File: src/rtl/osel_serial_tx.sv
// Serialises a parallel select word LSB-first with frame/strobe qualifiers; WIDTH*CLKDIV+2 cycles per word.
// in_ready is high only in IDLE; a held in_valid/in_data is taken on the first IDLE edge, otherwise ignored.
module osel_serial_tx #(
    parameter int WIDTH  = 8,
    parameter int CLKDIV = 4
) (
    input  logic             clk,
    input  logic             resetn,
    input  logic             in_valid,
    output logic             in_ready,
    input  logic [WIDTH-1:0] in_data,
    output logic             ser_out,
    output logic             ser_frame,
    output logic             ser_strobe,
    output logic             done
);

    localparam int             BW       = (WIDTH > 1) ? $clog2(WIDTH) : 1;
    localparam logic [BW-1:0]  BIT_LAST = BW'(WIDTH - 1);
    localparam logic [7:0]     DIV_LAST = 8'(CLKDIV - 1);

    typedef enum logic [1:0] {
        IDLE  = 2'd0,
        SHIFT = 2'd1,
        DONE  = 2'd2
    } state_t;

    state_t           state, state_nxt;
    logic [WIDTH-1:0] shreg, shreg_nxt;
    logic [BW-1:0]    bit_cnt, bit_cnt_nxt;
    logic [7:0]       div_cnt, div_cnt_nxt;
    logic             out_nxt, frame_nxt, strobe_nxt, done_nxt, ready_nxt;

    always_ff @(posedge clk or negedge resetn) begin
        if (!resetn) begin
            state      <= IDLE;
            shreg      <= '0;
            bit_cnt    <= '0;
            div_cnt    <= '0;
            in_ready   <= 1'b0;
            ser_out    <= 1'b0;
            ser_frame  <= 1'b0;
            ser_strobe <= 1'b0;
            done       <= 1'b0;
        end else begin
            state      <= state_nxt;
            shreg      <= shreg_nxt;
            bit_cnt    <= bit_cnt_nxt;
            div_cnt    <= div_cnt_nxt;
            in_ready   <= ready_nxt;
            ser_out    <= out_nxt;
            ser_frame  <= frame_nxt;
            ser_strobe <= strobe_nxt;
            done       <= done_nxt;
        end
    end

    // in_ready is the registered copy, so the first IDLE cycle after reset cannot accept.
    always_comb begin
        state_nxt   = state;
        shreg_nxt   = shreg;
        bit_cnt_nxt = bit_cnt;
        div_cnt_nxt = div_cnt;
        case (state)
            IDLE: begin
                if (in_valid && in_ready) begin
                    shreg_nxt   = in_data;
                    bit_cnt_nxt = '0;
                    div_cnt_nxt = '0;
                    state_nxt   = SHIFT;
                end
            end
            SHIFT: begin
                if (div_cnt == DIV_LAST) begin
                    shreg_nxt   = shreg >> 1;
                    div_cnt_nxt = '0;
                    if (bit_cnt == BIT_LAST) begin
                        bit_cnt_nxt = '0;
                        state_nxt   = DONE;
                    end else begin
                        bit_cnt_nxt = bit_cnt + 1'b1;
                    end
                end else begin
                    div_cnt_nxt = div_cnt + 8'd1;
                end
            end
            DONE:    state_nxt = IDLE;
            default: state_nxt = IDLE;
        endcase
    end

    // Outputs are decoded from the next-state values so every port comes straight from a flop.
    always_comb begin
        ready_nxt  = (state_nxt == IDLE);
        frame_nxt  = (state_nxt == SHIFT);
        out_nxt    = frame_nxt & shreg_nxt[0];
        strobe_nxt = frame_nxt && (div_cnt_nxt == 8'd0);
        done_nxt   = (state_nxt == DONE);
    end

endmodule

File: config.mk
export PLATFORM = sky130hd
export DESIGN_NAME = osel_serial_tx
export DESIGN_NICKNAME = d
export VERILOG_FILES = /design/src/rtl/osel_serial_tx.sv
export SDC_FILE = /design/constraint.sdc
export NUM_CORES = 1
export LEC_CHECK = 0
export ABC_AREA = 1
export BUFFER_PORTS_ARGS = -buffer_cell sky130_fd_sc_hd__buf_2
export CORE_MARGIN = 3
export CORE_UTILIZATION = 25
export CTS_CLUSTER_SIZE = 12
export DETAILED_ROUTE_END_ITERATION = 8
export PLACE_DENSITY = 0.49
export REMOVE_ABC_BUFFERS = 1
export SYNTH_ARGS = -nofsm -noshare
export SYNTH_HDL_FRONTEND = slang
export SYNTH_SLANG_ARGS = --single-unit
File: constraint.sdc
create_clock -name clk -period 1.3 [get_ports clk]
set_input_delay 0.13 -clock clk [delete_from_list [all_inputs] [get_ports clk]]
set_output_delay 0.13 -clock clk [all_outputs]
set_load 0.03 [all_outputs]
==> results of run 1 <==
-- layout by cell type, fill, tap and decap left out, drive strengths merged --
| cell type | netlist | final |
|---|---|---|
| nand2 | 53 | 54 |
| inv | 21 | 22 |
| a21oi | 3 | 3 |
| nor2 | 16 | 16 |
| o21a | 1 | 1 |
| o211ai | 5 | 5 |
| dlygate4sd3 | 0 | 1 |
| a31oi | 1 | 1 |
| buf | 1 | 51 |
| o21ai | 7 | 7 |
| clkbuf | 0 | 3 |
| dfrtp | 26 | 26 |
| nand3 | 23 | 23 |
| ha | 3 | 3 |
| nor3 | 2 | 2 |
-- state kept, by name (all words and copies together) (netlist names) --
signal	count
in_ready	1
state	2
bit_cnt	3
shreg	8
div_cnt	8
ser_frame	1
ser_strobe	1
done	1
ser_out	1
-- cell type report --
| cell class | instances | area share [%] |
|---|---|---|
| clock buffers | 3 | 2.09 |
| inverters | 22 | 4.30 |
| well taps | 67 | 4.24 |
| repair buffers | 52 | 19.5 |
| flip-flops and latches | 26 | 33.0 |
| multi-input cells | 115 | 36.9 |
-- power by group --
group | internal (mW) | total, mW | switching (mW)
Clock | 0.208 | 0.455 | 0.247
Combinational | 0.886 | 1.85 | 0.962
Sequential | 1.05 | 1.23 | 0.176
-- worst reg2reg max path, delay by kind of cell, from the launching register on --
kind / cells / cell delay (ns)
buffers and inverters: 1 / 0.08
DFF: 1 / 0.42
and+or+nand+nor: 5 / 0.47
AOI/OAI and AO/OA: 2 / 0.15
adders and majority gates: 1 / 0.17
-- cells by family (layout without fill, tap and decap cells) --
logic type,after synthesis,after routing,share of synthesized area (%)
adder cells (fa/ha/maj),3,3,2.89
AO/OA/AOI/OAI,17,17,8.38
flip-flops,26,26,50.1
AND/OR/NAND/NOR,94,95,31.7
buffers and inverters,23,77,6.94
-- routing by layer --
layer  global-route usage [%]  vias up
li1                         -      635
met1                     15.4      589
met2                     19.3       17
met3                     2.75        2
met4                     1.57        0
met5                        0        -
-- timing repair --
action                                  4_1_cts  5_1_grt
hold endpoints to repair                     26        0
resized for setup                            14       38
endpoints found under the setup margin       18       21
pin swaps                                    10       17
gates cloned                                  1        0
hold buffers                                  1        0
setup buffers                                 2        2
-- worst min-delay path by stage --
stage / startpoint / end / slack, ns / depth (start not counted)
finish: in_data[1] / shreg[1]$_DFFE_PN0P_ / 0.08 / 3
global route: in_data[1] / shreg[1]$_DFFE_PN0P_ / 0.1 / 3
CTS: in_data[1] / shreg[1]$_DFFE_PN0P_ / 0.07 / 3
detailed placement: resetn / shreg[5]$_DFFE_PN0P_ / 0.17 / 1
global placement: resetn / shreg[5]$_DFFE_PN0P_ / 0.18 / 1
floorplan: resetn / bit_cnt[0]$_DFFE_PN0P_ / -0.17 / 0
-- cells in the mapped netlist (all sizes together) --
master	number
nand2	53
nand3	23
a31oi	1
inv	21
dfrtp	26
buf	1
o21a	1
nor3	2
clkinv	1
nor2	16
o211ai	5
ha	3
a21oi	3
o21ai	7
==> results.ini, run 1 <==
[cells_and_area]
final_cells=285
antenna-diode-count=0
drive_gt1_share_pct=47.7
final_core_util_pct=40.5
fill_cells=507
stdcell_area_mm2=0.00198
multi_input_area_um2=729
layout.nets=234
syn_to_final_growth_pct=52.3
seq_area_um2=652

[synth]
ys_seq_elements=26
synth_cell_types=22
avgSynthCellArea_um2=7.97
netlist_area_mm2=0.00130
synth_area_leader_cell=dfrtp_1
synth_cells=163
yosysWarningCount=0
synth_top_area_share_pct=50.1
synth_area_leaders=dfrtp_1 50%, nand2_1 14%, nand3_1 8.5%
synth_seq_area_share_pct=50.1

[critical_path]
slowest_delay_ns=0.42
worst-path-stages=9
crit_family=simple AND/OR/NAND/NOR gates
cp_slowest_cell=dfrtp_1
path_buf_inv=1
worstReg2RegEnd=bit_cnt[0]$_DFFE_PN0P_
regToRegSetupSlack_ns=-0.09
cp_cell_sequence=ha_4 > nand2_2 > nor2_4 > nand2_4 > nand2_2 > nand2_4 > inv_4 > o21ai_2 > o21a_1
worst_setup_path_end_kind=register
crit_required_ns=1.46
critPathKind=reg2reg
r2r_cells=9
reg2reg_from=div_cnt[1]$_DFF_PN0_
cp-startpoint=div_cnt[1]$_DFF_PN0_
crit_end=bit_cnt[0]$_DFFE_PN0P_
worst_ep_arrival_time_ns=1.55
start_kind=register
crit_fanout=6

[die]
die_area_mm2=0.00610
io_pins=16
fp.dieH_um=78.1
core_mm2=0.00488
initial_core_util_pct=26.6
die_w_um=78.1
rows=25

[timing]
finalWorstSetupSlack_ns=-0.0935
max-slew-margin-rel_pct=61.0
fin_crit_ns=1.39
setup_viol=14
rsz0062_at_grt=yes
tightest_slew_ns=0.585
slew_viol_final=0
finalCritPeriodShare_pct=107
tns_ns=-0.609
hold_viol_final=0
fin_skew_ns=0.00443
whs_ns=0.0787
fmax_mhz=718

[route]
wl_met3_um=133
dr_total_vias=1243
routedLengthMet1_um=1620
initialDrtViolationCount=52
routed-wl-met2_um=1660
wire_per_inst_um=12.0
vias_per_cell=4.36
postRouteWirelength_um=3430
firstDrtPassIters=4
drc=0
top_layer=met4
final_antenna_net_count=0

[place]
pre_cts_slack_ns=-0.149
io_buffers=15
place_area_mm2=0.00171
gp_congestion=0.806
dp_hpwl_um=2400
dp_cells=277

[global_route]
antenna_found_initial=0
grt_pass1_vias=1237
grt_pass1_wl_um=5590
grt-ovfl-total=0
grt_max_degree=27
track_usage_pct=11.5

[power]
power_mw=3.53
irDropWorstVdd_mv=0.750
p_per_area_mw_per_mm2=1780
leakagePower_nw=0.973

[worst_hold_path]
min_path_type=in2reg

[clock_tree]
clock_path_buffers=2
tritoncts=yes
numCtsBuffers=3
clkSinkCount=26
clkTransAtPathRegs_ns=0.09
cts_max_level=1
clock_latency_ns=0.27
cts_root_buf=clkbuf_8

[status]
outcome=finished with violations
violations=setup timing

[run]
cap_violations=0

Note: power is estimated with default switching activity, not from simulation.
==> inputs of run 2 (changes only) <==
Settings changed: SETUP_SLACK_MARGIN from default to 0.15.
==> run 2 against run 1 <==
Clock power hardly changed; register-to-register slack worse by 0.03 ns; sequential share of layout area is 0.94 points higher; the run still ends with setup timing left; largest power group unchanged; critical path depth stayed put; largest cell class unchanged; sequential power hardly changed; combinational power is 3% lower; non-clock buffer count is 2 higher; critical path type unchanged; setup slack worse by 0.028 ns.
==> results.ini, run 2 (synthesized netlist as in run 1, its figures left out) <==
[status]
outcome=finished with violations
violations=setup timing

[run]
cap_violations=0

[power]
irDropWorstVdd_mv=0.729
leakagePower_nw=0.958
p_per_area_mw_per_mm2=1790

[route]
wire_per_inst_um=11.4
postRouteWirelength_um=3280
firstDrtPassIters=4
vias_per_cell=4.28
final_antenna_net_count=0
drc=0
initialDrtViolationCount=55
dr_total_vias=1229

[clock_tree]
clkSinkCount=26
cts_max_level=1
cts_root_buf=clkbuf_8
clock_latency_ns=0.27
clkTransAtPathRegs_ns=0.09
numCtsBuffers=3
clock_path_buffers=2
tritoncts=yes

[cells_and_area]
layout_commonest_cell=nand2_1
antenna-diode-count=0
syn_to_final_growth_pct=48.1
layout_common_cells=45 x nand2_1, 31 x buf_4, 25 x dfrtp_1
drive_gt1_share_pct=42.3
layout.nets=236
stdcell_area_mm2=0.00192
top_regs=div_cnt (8), shreg (8), bit_cnt (3)

[worst_hold_path]
hold_start=in_data[1]
min_to=shreg[1]$_DFFE_PN0P_
min_path_type=in2reg
min_path_cells=3

[global_route]
grt-ovfl-total=0
grt_max_degree=27
grt_pass1_vias=1225
track_usage_pct=11.6
grt_pass1_wl_um=5610
antenna_found_initial=0

[critical_path]
worstReg2RegEnd=ser_strobe$_DFF_PN0_
reg2reg_from=div_cnt[1]$_DFF_PN0_
critPathKind=reg2reg
slowest_delay_ns=0.40
cp_slowest_cell=dfrtp_1
regToRegSetupSlack_ns=-0.12
crit_required_ns=1.50
start_kind=register
crit_fanout=3
path_buf_inv=1
r2r_cells=9
worst_setup_path_end_kind=register
cp_cell_sequence=ha_2 > buf_4 > a21oi_2 > nor2_2 > nand3_1 > nand2_1 > nor2_1 > nand3_1 > nor2_1
worst_ep_arrival_time_ns=1.63
crit_family=simple AND/OR/NAND/NOR gates

[place]
place_area_mm2=0.00171
gp_congestion=0.806
dp_hpwl_um=2400
io_buffers=15
pre_cts_slack_ns=-0.149

[die]
io_pins=16
rows=25
core_mm2=0.00488
initial_core_util_pct=26.6
die_area_mm2=0.00610
die_w_um=78.1
fp.dieH_um=78.1

[timing]
slew_viol_final=0
finalWorstSetupSlack_ns=-0.122
finalCritPeriodShare_pct=109
fin_crit_ns=1.42
fmax_mhz=703
rsz0062_at_grt=yes
hold_viol_final=0
fin_skew_ns=0.00235
tightest_slew_ns=0.601
setup_viol=17
tns_ns=-0.804
max-slew-margin-rel_pct=59.9

## run 2: worst max path at each step
stage	slack (ns)	end	start	cells past startpoint
3_5_place_dp	-0.15	bit_cnt[0]$_DFFE_PN0P_	div_cnt[1]$_DFF_PN0_	9
5_1_grt	-0.25	ser_strobe$_DFF_PN0_	div_cnt[1]$_DFF_PN0_	9
2_1_floorplan	-0.07	bit_cnt[0]$_DFFE_PN0P_	div_cnt[1]$_DFF_PN0_	9
3_3_place_gp	-0.12	ser_strobe$_DFF_PN0_	div_cnt[1]$_DFF_PN0_	9
4_1_cts	-0.10	ser_strobe$_DFF_PN0_	div_cnt[1]$_DFF_PN0_	9
6_report	-0.12	ser_strobe$_DFF_PN0_	div_cnt[1]$_DFF_PN0_	9
## run 2: cell type report
type | instances | area (um2)
fill | 509 | 2960
multi-input combinational | 115 | 654
sequential | 26 | 652
timing repair buffer | 54 | 405
inverter | 22 | 86.3
tap | 67 | 83.8
clock buffer | 3 | 41.3
## run 2: routing by layer
layer | global-route usage, % | wire, um | share of wire (%) | up-vias
met3 | 2.52 | 107 | 3.3 | 2
met4 | 1.57 | 15 | 0.46 | 0
met2 | 19.9 | 1540 | 47 | 25
met5 | 0 | 0 | 0 | -
met1 | 15.4 | 1610 | 49 | 559
li1 | - | - | - | 643
## run 2: what timing repair did
action | in CTS | in global routing
pin swaps | 14 | 8
endpoints found under the hold margin | 26 | 0
setup endpoints to repair | 23 | 25
gates cloned | 1 | 0
hold buffers | 1 | 0
resized for setup | 24 | 8
buffers inserted | 4 | 1
## run 2: per-stage QoR
step / total power [mW] / hold slack [ns] / instances / util, %
floorplan: 1.94 / -0.166 / 162 / -
global placement: 2.55 / 0.180 / 277 / 35.1
detailed placement: 2.55 / 0.172 / 277 / 35.1
CTS: 3.35 / 0.0728 / 286 / 38.6
global route: 3.73 / 0.0967 / 287 / 39.4
finish: 3.45 / 0.0781 / 287 / 39.4
## run 2: worst min-delay path, delay by kind of cell
kind	cells	cell delay, ns
buffers and inverters	1	0.07
AND/OR/NAND/NOR	2	0.11
## run 2: power breakdown
group          internal [mW]  switching [mW]  total, mW
Sequential              1.05           0.157       1.21
Clock                  0.208           0.244      0.452
Combinational          0.902           0.884       1.79
==> inputs of run 3 (changes only) <==
Settings changed: CAP_MARGIN from default to 20, CORE_UTILIZATION 25 to 50, PLACE_DENSITY 0.49 to 0.8, REMOVE_ABC_BUFFERS 1 to default.
==> run 3 against run 2 <==
The flow still finishes with violations (setup timing); global-route usage increased by 11 points; final area is 2.7% lower; sequential cell count unchanged; wire length up 19%; utilization grew 41 points; fmax down 6.8%; non-clock buffer count fell by 9; critical path depth did not move; register-to-register slack got worse by 0.10 ns; highest routed layer unchanged.
==> results.ini, run 3 (synthesized netlist as in run 1, its figures left out) <==
[die]
die_w_um=57.0
fp.dieH_um=57.0
core_mm2=0.00234
io_pins=16
rows=17
initial_core_util_pct=55.5
die_area_mm2=0.00325

[power]
p_per_area_mw_per_mm2=1880
pwr-share-seq_pct=35.3
comb_power_share_pct=48.6
irDropWorstVdd_mv=1.30
p_sw_mw=1.41
p_clk_share_pct=16.1
power_mw=3.51
sw_frac_of_total_pct=40.2
leakagePower_nw=0.922
internal_power_mw=2.10

[global_route]
met3_usage_pct=4.30
grt_max_degree=27
met2_usage_pct=40.8
antenna_found_initial=0
grt_pass1_wl_um=5840
grt_pass1_vias=1332
track_usage_pct=22.8
grt-busiest-layer=met2
grtUsageMet1_pct=26.8
grt-ovfl-total=0

[clock_tree]
tritoncts=yes
clkSinkCount=26
clock_path_buffers=2
clock_latency_ns=0.33
clkTransAtPathRegs_ns=0.15
cts_root_buf=clkbuf_4
cts_max_level=1
numCtsBuffers=3

[cells_and_area]
stdcell_area_mm2=0.00187
final_core_util_pct=79.9
syn_to_final_growth_pct=44.0
final_cells=240
antenna-diode-count=0
layout_commonest_cell=nand2_1
top_regs=div_cnt (8), shreg (8), bit_cnt (3)
layout.nets=227
layout_common_cells=38 x nand2_1, 23 x dfrtp_1, 23 x buf_4
drive_gt1_share_pct=48.1

[timing]
rsz0062_at_grt=yes
fin_crit_ns=1.53
hold_viol_final=0
fin_skew_ns=0.00999
fmax_mhz=655
slew_viol_final=0
max-slew-margin-rel_pct=60.3
setup_viol=17
finalCritPeriodShare_pct=117
tightest_slew_ns=0.595
finalWorstSetupSlack_ns=-0.226

[worst_hold_path]
min_path_type=in2reg

[critical_path]
start_kind=register
crit_required_ns=1.57
regToRegSetupSlack_ns=-0.23
critPathKind=reg2reg
crit_fanout=3
worst_setup_path_end_kind=register
worst_ep_arrival_time_ns=1.80

[place]
dp_hpwl_um=2380
dp_cells=228
place_area_mm2=0.00158
gp_congestion=0.907
io_buffers=15

[route]
dr_total_vias=1366
drc=0
vias_per_cell=5.69
firstDrtPassIters=4
wire_per_inst_um=16.3
final_antenna_net_count=0
initialDrtViolationCount=71
postRouteWirelength_um=3910

[run]
cap_violations=0

[synth]
syn-num-nets=177

[status]
outcome=finished with violations
violations=setup timing

[run 3: worst paths after layout]
| path | from | to | cells past startpoint |
|---|---|---|---|
| min in group asynchronous | resetn | ser_frame$_DFF_PN0_ | 2 |
| max in group asynchronous | resetn | in_ready$_DFF_PN0_ | 2 |
| setup / recovery | div_cnt[0]$_DFF_PN0_ | ser_strobe$_DFF_PN0_ | 9 |
| hold / removal | in_data[7] | shreg[7]$_DFFE_PN0P_ | 3 |
| hold reg to reg | bit_cnt[1]$_DFFE_PN0P_ | bit_cnt[1]$_DFFE_PN0P_ | 2 |
| setup reg to reg | div_cnt[0]$_DFF_PN0_ | ser_strobe$_DFF_PN0_ | 9 |
[run 3: metal layers]
metal  wire (um)  up-vias
li1            -      623
met1        1480      651
met2        2030       72
met3         246       20
met4         159        0
met5           0        -
[run 3: what timing repair did]
action | 4_1_cts | 5_1_grt
gates resized for setup | 23 | 34
pin swaps | 17 | 21
buffers inserted | 1 | 4
hold buffers | 2 | 0
gates cloned | 1 | 0
hold endpoints to repair | 27 | 0
endpoints found under the setup margin | 22 | 26
[run 3: stage by stage]
stage          hold slack, ns  worst slack [ns]  TNS (ns)
3_3_place_gp            0.153           -0.0743    -0.285
5_1_grt               0.00728            -0.240     -2.18
6_report              0.00665            -0.226     -1.08
2_1_floorplan          -0.166           -0.0486    -0.107
4_1_cts              0.000278           -0.0953    -0.756
3_5_place_dp            0.157            -0.144    -0.899
[run 3: worst max-delay path, stage by stage, from the launching register on]
cell and delay, ns:
dfrtp_1 0.43, ha_2 0.20, buf_4 0.15, a21oi_2 0.16
nor2_1 0.08, nand3_2 0.07, nand2_2 0.06, nor2_2 0.11
nand3_1 0.08, nor2_1 0.14
[run 3: cell type report]
cell class	count	area, um2
multi-input combinational	115	709
sequential	26	654
fill	136	469
timing repair buffer	45	330
inverter	22	88.8
tap	28	35.0
clock inverter	1	30.0
clock buffer	3	22.5
[run 3: power by group through the flow]
stage / Clock [mW] / Combinational [mW] / Sequential (mW)
finish: 0.565 / 1.71 / 1.24
global route: 0.613 / 1.84 / 1.26
CTS: 0.571 / 1.37 / 1.21
detailed placement: 0 / 1.22 / 1.21
global placement: 0 / 1.18 / 1.20
floorplan: 0 / 0.675 / 1.26
